--- config.mk ---
export PLATFORM = sky130hd
export DESIGN_NAME = boss_attack_ctrl
export DESIGN_NICKNAME = d
export VERILOG_FILES = /design/src/rtl/boss_attack_ctrl.sv
export SDC_FILE = /design/constraint.sdc
export NUM_CORES = 1
export LEC_CHECK = 0
export BUFFER_PORTS_ARGS = -buffer_cell sky130_fd_sc_hd__buf_2
export CELL_PAD_IN_SITES_DETAIL_PLACEMENT = 1
export CELL_PAD_IN_SITES_GLOBAL_PLACEMENT = 1
export CORE_UTILIZATION = 46
export DETAILED_ROUTE_END_ITERATION = 8
export PLACE_DENSITY_LB_ADDON = 0.1
export SLEW_MARGIN = 25
export SYNTH_ARGS = -nofsm -noshare
export SYNTH_HDL_FRONTEND = slang
export SYNTH_SLANG_ARGS = --single-unit
--- constraint.sdc ---
create_clock -name Clk -period 4.1 [get_ports Clk]
set_clock_uncertainty 0.1 [all_clocks]
set_input_delay 0.41 -clock Clk [delete_from_list [all_inputs] [get_ports Clk]]
set_output_delay 0.41 -clock Clk [all_outputs]
set_load 0.005 [all_outputs]
--- src/rtl/boss_attack_ctrl.sv ---
// Boss projectile scheduler: cooldown/burst FSM, bullet slot pool, movement and pixel render.
// Optional BOSS_AIMED_SHOT_EN adds player_x_pos and per-slot horizontal drift toward the player.
module boss_attack_ctrl #(
    parameter int NUM_SLOTS       = 4,
    parameter int COOLDOWN_FRAMES = 60,
    parameter int BURST_LEN       = 3,
    parameter int BURST_GAP       = 8,
    parameter int BULLET_STEP     = 4,
    parameter int BULLET_HALF     = 3,
    parameter int SPAWN_DY        = 60,
    parameter int Y_MAX           = 479,
    parameter int ENRAGE_HITS     = 5
) (
    input  logic                 Clk,
    input  logic                 Reset,
    input  logic                 frame_clk,
    input  logic [9:0]           boss_x_pos,
    input  logic [9:0]           boss_y_pos,
    input  logic [3:0]           hit_count,
    input  logic                 is_boss_dead,
    input  logic [NUM_SLOTS-1:0] bullet_hit,
`ifdef BOSS_AIMED_SHOT_EN
    input  logic [9:0]           player_x_pos,
`endif
    input  logic [9:0]           DrawX,
    input  logic [9:0]           DrawY,
    output logic                 is_boss_bullet,
    output logic [NUM_SLOTS-1:0] active_mask,
    output logic                 fire_pulse,
    output logic [1:0]           attack_state
);
    localparam int SW = (NUM_SLOTS > 1) ? $clog2(NUM_SLOTS) : 1;
    localparam int CW = (COOLDOWN_FRAMES > 0) ? $clog2(COOLDOWN_FRAMES + 1) : 1;
    localparam int BW = (BURST_LEN > 0) ? $clog2(BURST_LEN + 1) : 1;
    localparam int GW = (BURST_GAP > 0) ? $clog2(BURST_GAP + 1) : 1;
    localparam logic signed [10:0] HALF = 11'(BULLET_HALF);

    typedef enum logic [1:0] {ST_IDLE = 2'd0, ST_COOL = 2'd1, ST_BURST = 2'd2, ST_DEAD = 2'd3} state_t;

    state_t                      r_state;
    logic                        r_fc_s, r_fc_d, r_tick, r_fire;
    logic [CW-1:0]               r_cnt;
    logic [BW-1:0]               r_shots;
    logic [GW-1:0]               r_gap;
    logic [NUM_SLOTS-1:0]        r_act;
    logic [NUM_SLOTS-1:0][9:0]   r_x, r_y;
    logic [NUM_SLOTS-1:0][9:0]   w_xnew, w_ynew;
    logic [NUM_SLOTS-1:0]        w_ret, w_in;
    logic                        w_free_any, w_spawn;
    logic [SW-1:0]               w_free_idx;
`ifdef BOSS_AIMED_SHOT_EN
    logic [NUM_SLOTS-1:0][1:0]   r_dx;
    logic [1:0]                  w_spawn_dx;
    assign w_spawn_dx = (player_x_pos > boss_x_pos) ? 2'b01 :
                        (player_x_pos < boss_x_pos) ? 2'b11 : 2'b00;
`endif

    // Spawn target comes from the registered mask, so a slot freed this tick waits one more tick.
    always_comb begin
        w_free_any = 1'b0;
        w_free_idx = '0;
        for (int i = NUM_SLOTS - 1; i >= 0; i--)
            if (!r_act[i]) begin
                w_free_any = 1'b1;
                w_free_idx = SW'(i);
            end
    end

    assign w_spawn = r_tick && (r_state == ST_BURST) && (r_gap == '0) && w_free_any && !is_boss_dead;

    for (genvar i = 0; i < NUM_SLOTS; i++) begin : g_slot
        logic [10:0]        w_ynext;
        logic signed [10:0] w_ddx, w_ddy;
        assign w_ynext = {1'b0, r_y[i]} + 11'(BULLET_STEP);
        assign w_ynew[i] = w_ynext[9:0];
`ifdef BOSS_AIMED_SHOT_EN
        logic [11:0] w_xnext;
        assign w_xnext   = {2'b00, r_x[i]} + {{10{r_dx[i][1]}}, r_dx[i]};
        assign w_xnew[i] = w_xnext[9:0];
        assign w_ret[i]  = (w_ynext > 11'(Y_MAX)) || w_xnext[11] || (w_xnext > 12'd639);
`else
        assign w_xnew[i] = r_x[i];
        assign w_ret[i]  = w_ynext > 11'(Y_MAX);
`endif
        assign w_ddx   = $signed({1'b0, DrawX}) - $signed({1'b0, r_x[i]});
        assign w_ddy   = $signed({1'b0, DrawY}) - $signed({1'b0, r_y[i]});
        assign w_in[i] = (w_ddx >= -HALF) && (w_ddx <= HALF) && (w_ddy >= -HALF) && (w_ddy <= HALF);
    end

    assign is_boss_bullet = |(w_in & r_act);
    assign active_mask    = r_act;
    assign fire_pulse     = r_fire;
    assign attack_state   = r_state;

    always_ff @(posedge Clk) begin
        if (Reset) begin
            r_state <= ST_IDLE;
            r_fc_s  <= 1'b0;
            r_fc_d  <= 1'b0;
            r_tick  <= 1'b0;
            r_fire  <= 1'b0;
            r_cnt   <= '0;
            r_shots <= '0;
            r_gap   <= '0;
            r_act   <= '0;
            r_x     <= '0;
            r_y     <= '0;
`ifdef BOSS_AIMED_SHOT_EN
            r_dx    <= '0;
`endif
        end else begin
            r_fc_s <= frame_clk;
            r_fc_d <= r_fc_s;
            r_tick <= r_fc_s & ~r_fc_d;
            r_fire <= w_spawn;

            if (is_boss_dead) begin
                r_state <= ST_DEAD;
            end else if (r_tick) begin
                case (r_state)
                    ST_IDLE: begin
                        r_state <= ST_COOL;
                        r_cnt   <= CW'(COOLDOWN_FRAMES);
                    end
                    ST_COOL: begin
                        if (r_cnt <= CW'(1)) begin
                            r_state <= ST_BURST;
                            r_cnt   <= '0;
                            r_shots <= BW'(BURST_LEN);
                            r_gap   <= '0;
                        end else begin
                            r_cnt <= r_cnt - CW'(1);
                        end
                    end
                    ST_BURST: begin
                        if (r_gap != '0) begin
                            r_gap <= r_gap - GW'(1);
                        end else if (w_free_any) begin
                            if (r_shots <= BW'(1)) begin
                                r_state <= ST_COOL;
                                r_shots <= '0;
                                r_cnt   <= (hit_count >= 4'(ENRAGE_HITS)) ? CW'(COOLDOWN_FRAMES >> 1)
                                                                          : CW'(COOLDOWN_FRAMES);
                            end else begin
                                r_shots <= r_shots - BW'(1);
                                r_gap   <= GW'(BURST_GAP);
                            end
                        end
                    end
                    default: r_state <= ST_DEAD;
                endcase
            end

            for (int i = 0; i < NUM_SLOTS; i++) begin
                if (r_act[i] && bullet_hit[i]) begin
                    r_act[i] <= 1'b0;
                end else if (w_spawn && (w_free_idx == SW'(i))) begin
                    r_act[i] <= 1'b1;
                    r_x[i]   <= boss_x_pos;
                    r_y[i]   <= boss_y_pos + 10'(SPAWN_DY);
`ifdef BOSS_AIMED_SHOT_EN
                    r_dx[i]  <= w_spawn_dx;
`endif
                end else if (r_tick && r_act[i]) begin
                    if (w_ret[i]) begin
                        r_act[i] <= 1'b0;
                    end else begin
                        r_x[i] <= w_xnew[i];
                        r_y[i] <= w_ynew[i];
                    end
                end
            end
        end
    end
endmodule

==> results summary, run 1 <==
At the worst endpoint, the required time is 3.59 ns. The arrival time reported for the critical path endpoint is 3.43 ns. The type of the most critical hold path is primary input to flip-flop. Synthesis produced a netlist with a net count of 1346. For this run, the leading register cell type out of synthesis is sky130_fd_sc_hd__dfxtp_1.

The critical path endpoint category is an output port. Of all cell types, the one taking the most synthesized area is sky130_fd_sc_hd__dfxtp_1. The slew of the pin with the lowest slew margin is slightly above 0.9 ns. The number of cells upsized or downsized after cts came out at 2.

The largest net degree at the start of global routing is 76. The top cell type's share of synthesized area is 23.02%. The first routing iteration left 537 violations. The post-DP HPWL is ~21000 um. The number of buffers added by the clock tree synthesis step came out at 9. The final sum of negative setup slack is 0 ns. The critical path is of the flip-flop to output port type. The detailed-route wire length per cell came out at between 15 and 20 um. The sum of routed wire length over all layers is 27650 um.

The cts-stage hold buffer count is 0. Using the TritonRoute via totals, the vias-per-cell ratio works out to between 5 and 6. The worst pin sits at a relative slew slack of between 30% and 40%. The die covers 19840 um2. The placed instance area came out at 9473 um2. The effective utilization at floorplan is 47.11%.

The worst setup path is launched from a flip-flop. The worst-skew pair later-pin latency is approximately 0.36 ns. The ratio of total power to cell area came out at 242.7 nW/um2.

Buffers added to address setup during post-CTS repair amount to 0. The synthesized design contains 0 enable-type register cells. Synthesis produced 1189 cells.

The core region is 18830 um2. The post-route worst setup slack is between 0.15 and 0.2 ns. The CTS root buffer is sky130_fd_sc_hd__clkbuf_16. Setup repair after global routing left no endpoint under its margin. The number of antenna cells inserted came out at 0. The flow ran to the end, and the final reports show no timing, DRC or antenna violations. Sorting the synthesized cells by area gives the leading types as sky130_fd_sc_hd__dfxtp_1 23%, sky130_fd_sc_hd__ha_1 14%, sky130_fd_sc_hd__a21oi_1 6.1%, sky130_fd_sc_hd__nand2_1 6.1%, sky130_fd_sc_hd__inv_1 4.9%. TritonCTS built the clock tree. The area growth from synthesis to layout is 10.83%.

The share of flip-flops with an asynchronous set or reset came out at 0%. The share of the Yosys chip area taken by registers is 23.02%. The netlist area before placement is between 8000 and 9000 um2. The maximum frequency from static timing analysis came out at 0.2541 GHz. The distinct cell type count of the synthesized netlist came out at 59.

The synthesized area per cell came out at 7.461 um2. The final instance area is 9832 um2. The worst hold path passes through 2 cells. The worst IR drop on VDD came out at 0.2187 mV.

The final layout net count came out at 1395. Clock-pin slew was measured on the worst setup and hold paths at 0.07 ns. The flop and latch count out of synthesis came out at 102. During I/O placement, the number of pins put on the boundary was 60. The initial antenna violation count is 0. The routed layout has roughly 8600 vias. The routability-driven placement congestion ratio is 0.8559. The global-route usage over all layers is about 29%. Counting cells, the worst reg-to-reg path comes to 9. The number of global-route vias before repair came out at between 8000 and 9000. Prior to clock tree synthesis, the placed netlist has a worst setup slack of 0.1098 ns. The final setup violation count came out at 0. The sum of overflow across all layers after global routing came out at 0. The x dimension of the die came out at 140.9 um. The most common cell after layout, fill and taps aside is sky130_fd_sc_hd__nand2_1.

The share of the cycle needed by the critical path after routing is a little over nine tenths. The number of max-cap violations is 0. The final number of hold-violating endpoints was 0.

The leakage power summed over all cells came out at 3.477 nW. The clock sink total is 102. The maximum fanout count along the critical path came out at 2. The clock passes through at most 2 buffers. The final count of pins violating max slew is 0.

The shortest period the worst path allows is between 3 and 4 ns. The top cell types in the final layout, fill and taps aside, are 143 x sky130_fd_sc_hd__nand2_1, 116 x sky130_fd_sc_hd__inv_1, 108 x sky130_fd_sc_hd__a21oi_1. The worst hold slack after final layout came out at around 0.15 ns.

The share of layout cells above drive strength 1 came out at 9.574%. The first-pass iteration count of the detailed router came out at 5. The global-route wire length before repair came out at 44790 um.

The post-route antenna net violation count came out at 0. The number of core rows came out at 50. The height of the die came out at 140.9 um. The number of H-tree levels is 3.

The number of synthesis warnings came out at 0. The quantity of I/O buffers inserted on ports came out at 59. The number of design rule violations left after detail routing is 0.
## area by class of cell
cell class / instances / area (um2)
fillers: 2437 / 8999
multi-input cells: 937 / 6340
flip-flops and latches: 102 / 2044
inverters: 116 / 435.4
repair buffers: 72 / 395.4
well taps: 260 / 325.3
clock buffers: 11 / 232.7
clock inverters: 5 / 58.81
## state kept, by name, indices dropped and copies added, names as in the netlist
register      count
active_mask       4
r_y              40
r_fc_s            1
r_tick            1
r_shots           2
r_cnt             6
r_x              40
r_gap             4
fire_pulse        1
attack_state      2
r_fc_d            1
## power breakdown
group          internal, mW  switching [mW]  leakage [nW]
Sequential            0.996         0.00614         0.824
Clock                 0.476           0.418         0.136
Combinational         0.189           0.301          2.52
Total                  1.66           0.725          3.48
## worst paths after layout
| path | start | to | slack, ns |
|---|---|---|---|
| setup / recovery | r_x[20] | is_boss_bullet | 0.16 |
| hold / removal | frame_clk | r_fc_s | 0.15 |
| setup reg to reg | r_gap[0] | r_y[39] | 0.96 |
| hold reg to reg | r_fc_d | r_tick | 0.30 |
## synth_stat cells, types with 13 or more instances
| cell type | count |
|---|---|
| sky130_fd_sc_hd__nand2_1 | 143 |
| sky130_fd_sc_hd__a21oi_1 | 109 |
| sky130_fd_sc_hd__inv_1 | 116 |
| sky130_fd_sc_hd__nor3_1 | 38 |
| sky130_fd_sc_hd__nor2_1 | 106 |
| sky130_fd_sc_hd__clkbuf_1 | 33 |
| sky130_fd_sc_hd__nor4_1 | 17 |
| sky130_fd_sc_hd__nor2b_1 | 14 |
| sky130_fd_sc_hd__mux2i_1 | 15 |
| sky130_fd_sc_hd__nand4_1 | 16 |
| sky130_fd_sc_hd__xor2_1 | 30 |
| sky130_fd_sc_hd__ha_1 | 97 |
| sky130_fd_sc_hd__xnor2_1 | 49 |
| sky130_fd_sc_hd__o21ai_0 | 45 |
| sky130_fd_sc_hd__or3_1 | 13 |
| sky130_fd_sc_hd__nand3_1 | 24 |
| sky130_fd_sc_hd__dfxtp_1 | 102 |
| sky130_fd_sc_hd__nand2b_1 | 16 |
| sky130_fd_sc_hd__o21a_1 | 15 |
| sky130_fd_sc_hd__a211oi_1 | 25 |
## per-stage QoR
step / std cells / util, % / total power, mW
6_report: 1503 / 52.21 / 2.387
5_1_grt: 1503 / 52.21 / 2.493
4_1_cts: 1503 / 51.89 / 2.392
3_5_place_dp: 1487 / 50.31 / 1.502
3_3_place_gp: 1487 / 50.31 / 1.491
2_1_floorplan: 1189 / - / 1.344
## per-layer routing
metal  vias up  share of wire, %  track usage, %  routed length, um
met2       125                47           49.73              12950
li1       4293                 -               -                  -
met4         0               1.5           6.007                415
met3        28               3.4           3.804                943
met5         -                 0               0                  0
met1      4156                48           38.40              13340
## cell families (layout without fill, tap and decap cells)
kind of cell	Yosys count	count (layout)	synth area share, %
simple gates	441	441	24.19
compound gates	296	296	21.26
buf+inv	150	204	6.432
flops	102	102	23.02
fa+ha+maj	105	105	15.49
mux	16	16	1.819
xor+xnor	79	79	7.800
## worst max-delay path, cell delays in order, from the launching register on
cell and delay, ns:
sky130_fd_sc_hd__dfxtp_1 0.33, sky130_fd_sc_hd__ha_1 0.16, sky130_fd_sc_hd__inv_1 0.06, sky130_fd_sc_hd__fa_2 0.35
sky130_fd_sc_hd__a21o_1 0.21, sky130_fd_sc_hd__a211o_1 0.33, sky130_fd_sc_hd__a2111oi_2 0.31, sky130_fd_sc_hd__a21oi_1 0.09
sky130_fd_sc_hd__xor2_1 0.16, sky130_fd_sc_hd__or4_1 0.49, sky130_fd_sc_hd__mux2i_1 0.20, sky130_fd_sc_hd__a22oi_2 0.11
sky130_fd_sc_hd__o221ai_1 0.11, sky130_fd_sc_hd__buf_2 0.16
Note: power is estimated with default switching activity, not from simulation.
==> run 2: changes to the inputs <==
Settings changed: REMOVE_ABC_BUFFERS from default to 1.
==> run 2 against run 1 <==
  * Count of clock-buffer cells in the layout is 1 higher
  * Clock power is essentially flat
  * Fmax fell by 1.4%
  * Die area did not move
  * Register-to-register slack better by 0.04 ns
  * Cell count down 0.27%
  * Wire length is 0.30% lower
  * First-iteration DRC count is 40% lower
  * Total power down 0.28%
  * Critical endpoint unchanged
  * Setup slack worse by 0.058 ns
  * Critical path depth unchanged
==> results summary, run 2 (synthesis gave the netlist of run 1 again) <==
The post-DP HPWL came out at 20880 um (was 21140 um). The worst IR drop on VDD came to 0.1980 mV (was 0.2187 mV). The relative slew slack came out at 36.12% (was 37.39%). The height of the die came out at 140.9 um (unchanged). The slew of the pin with the lowest slew margin came out at 0.9582 ns (was 0.9324 ns). Leading cell types in the layout, fill and taps excluded: 143 x sky130_fd_sc_hd__nand2_1, 116 x sky130_fd_sc_hd__inv_1, 108 x sky130_fd_sc_hd__a21oi_1 (unchanged).

Result of the run: complete, no violations (unchanged). The number of core rows came out at 50 (unchanged). The critical path endpoint category is an output port (unchanged). The worst hold slack after final layout came to 0.1672 ns (was 0.1546 ns). The standard cell core area came out at 18830 um2 (unchanged). The type of the worst setup path was flip-flop to output port (unchanged). The global-route wire length before repair came to 44640 um (was 44790 um). The clock tree from TritonCTS is done (unchanged). The most common cell after layout, fill and taps aside is sky130_fd_sc_hd__nand2_1 (unchanged).

The maximum fanout count along the critical path is 2 (unchanged). The initial antenna violation count was 0 (unchanged). The CTS root buffer is sky130_fd_sc_hd__clkbuf_16 (unchanged). The leakage power summed over all cells is 3.459 nW (was 3.477 nW).

The final number of hold-violating endpoints is 0 (unchanged). The clock-pin slew reported for the worst setup and hold paths after clock tree synthesis is 0.07 ns (about the same). The number of vias per cell is 5.771 (was 5.723). The routability-driven placement congestion ratio is 0.8801 (was 0.8559). The number of buffers added by the clock tree synthesis step is 9 (unchanged). The number of global-route vias before repair came out at 8626 (was 8776). The final core utilization came out at 51.87% (was 52.21%).

The maximum count of clock buffers along a single path came out at 2 (unchanged). The final setup violation count came to 0 (unchanged). The worst-skew pair later-pin latency was 0.35 ns (was 0.36 ns). The ratio of total power to cell area is 243.6 nW/um2 (was 242.7 nW/um2).

The clock sink total came to 102 (unchanged). CP Cell Sequence: ha_1 > inv_1 > fa_1 > a21o_1 > a211o_1 > a2111oi_2 > a21oi_1 > xor2_1 > or4_1 > mux2i_1 > a22oi_2 > o221ai_1 > buf_2 (was ha_1 > inv_1 > fa_2 > a21o_1 > a211o_1 > a2111oi_2 > a21oi_1 > xor2_1 > or4_1 > mux2i_1 > a22oi_2 > o221ai_1 > buf_2). The quantity of I/O buffers inserted on ports came out at 59 (unchanged). The delay contributed by the slowest stage of the critical path was 0.47 ns (was 0.49 ns). The detailed-route wire length per cell came out at 18.39 um (was 18.40 um). The share of the cycle needed by the critical path after routing came out at 97.39% (was 95.98%). The I/O pin count came out at 60 (unchanged).

The number of design-rule violations left by the first detailed-router iteration is 322 (was 537). The total number of vias was 8651 (was 8602). The area growth from synthesis to layout came out at 10.11% (was 10.83%). The full die area came out at 19840 um2 (unchanged).

The post-route antenna net violation count is 0 (unchanged). The shortest period the worst path allows was 3.993 ns (was 3.935 ns). The sum of overflow across all layers after global routing is 0 (unchanged). The number of max-cap violations is 0 (unchanged). The final sum of negative setup slack was 0 ns (unchanged). The largest net degree at the start of global routing is 75 (was 76). The type of the most critical hold path is primary input to flip-flop (unchanged). The highest-delay cell along the critical path was sky130_fd_sc_hd__or4_1 (unchanged). The number of standard cells in the final layout excluding fillers is 1499 (was 1503). The x dimension of the die was 140.9 um (unchanged). The global-route usage over all layers is 28.64% (was 28.84%). The hold-critical path depth came out at 2 (unchanged). The maximum frequency from static timing analysis was 0.2504 GHz (was 0.2541 GHz). The worst path required time was 3.59 ns (about the same).

The final count of pins violating max slew was 0 (unchanged). The total placed cells including tap cells was 1483 (was 1487). The kind of start point of the critical path is a flip-flop (unchanged). The effective utilization at floorplan is 47.11% (unchanged).

The sum of routed wire length over all layers came out at 27570 um (was 27650 um). The number of design rule violations left after detail routing is 0 (unchanged). The arrival time reported for the critical path endpoint came to 3.48 ns (was 3.43 ns). The first-pass iteration count of the detailed router is 4 (was 5). The share of layout cells above drive strength 1 came to 8.562% (was 9.574%). The logic depth of the worst register-to-register path came to 9 (unchanged). The number of H-tree levels is 3 (unchanged). The internal reg-to-reg setup slack was 1.00 ns (was 0.96 ns).

The final layout net count was 1391 (was 1395). Biggest registers after layout: r_x (40), r_y (40), r_cnt (6) (unchanged).
-- run 2: changes by cell type in the layout (fill, tap and decap cells not counted), sizes merged --
cell | before | now
buf | 72 | 68
clkinvlp | 2 | 0
clkbuf | 11 | 12
clkinv | 1 | 2
diode | 0 | 1
inv | 117 | 116
-- run 2: what timing repair did --
item	CTS	global route
buffers inserted	0	0
hold buffers	0	0
gates resized for setup	0	5
setup endpoints to repair	0	1
-- run 2: layout make-up --
class	count	area, um2
Timing Repair Buffer	68	365.4
Tap cell	260	325.3
Fill cell	2446	9062
Clock inverter	3	43.79
Inverter	116	435.4
Antenna cell	1	2.502
Multi-Input combinational cell	937	6297
Clock buffer	12	256.5
Sequential cell	102	2042
-- run 2: per-stage QoR --
stage	power, mW	cell area (um2)	setup slack, ns
finish	2.380	9768	0.1071
global placement	1.491	9445	0.2391
CTS	2.397	9746	0.05974
global route	2.485	9766	-0.05441
floorplan	1.331	8736	0.6850
detailed placement	1.501	9445	0.1525
-- run 2: path summary, 6_finish.rpt --
check | start | endpoint
setup / recovery | r_x[20] | is_boss_bullet
hold / removal | frame_clk | r_fc_s
setup reg to reg | r_y[22] | r_y[25]
hold reg to reg | r_fc_d | r_tick
-- run 2: where the power goes --
part | switching, mW | internal [mW] | total [mW] | leakage (nW)
Clock | 0.389 | 0.505 | 0.894 | 0.149
Combinational | 0.299 | 0.185 | 0.484 | 2.49
Sequential | 0.00612 | 0.996 | 1.00 | 0.823
Total | 0.694 | 1.69 | 2.38 | 3.46
-- run 2: worst max-delay path, delay by kind of cell (launching register included) --
kind	cells	cell delay (ns)
buffers and inverters	2	0.20
XOR/XNOR	1	0.16
adder cells (fa/ha/maj)	2	0.57
multiplexers	1	0.21
AND/OR/NAND/NOR	1	0.47
flip-flops	1	0.35
AO/OA/AOI/OAI	6	1.18
-- run 2: metal layers --
metal	global-route usage, %	up-vias	share of wire (%)
li1	-	4288	-
met4	8.352	0	1.9
met1	38.64	4212	48
met5	0	-	0
met3	3.499	33	4.1
met2	47.87	118	46
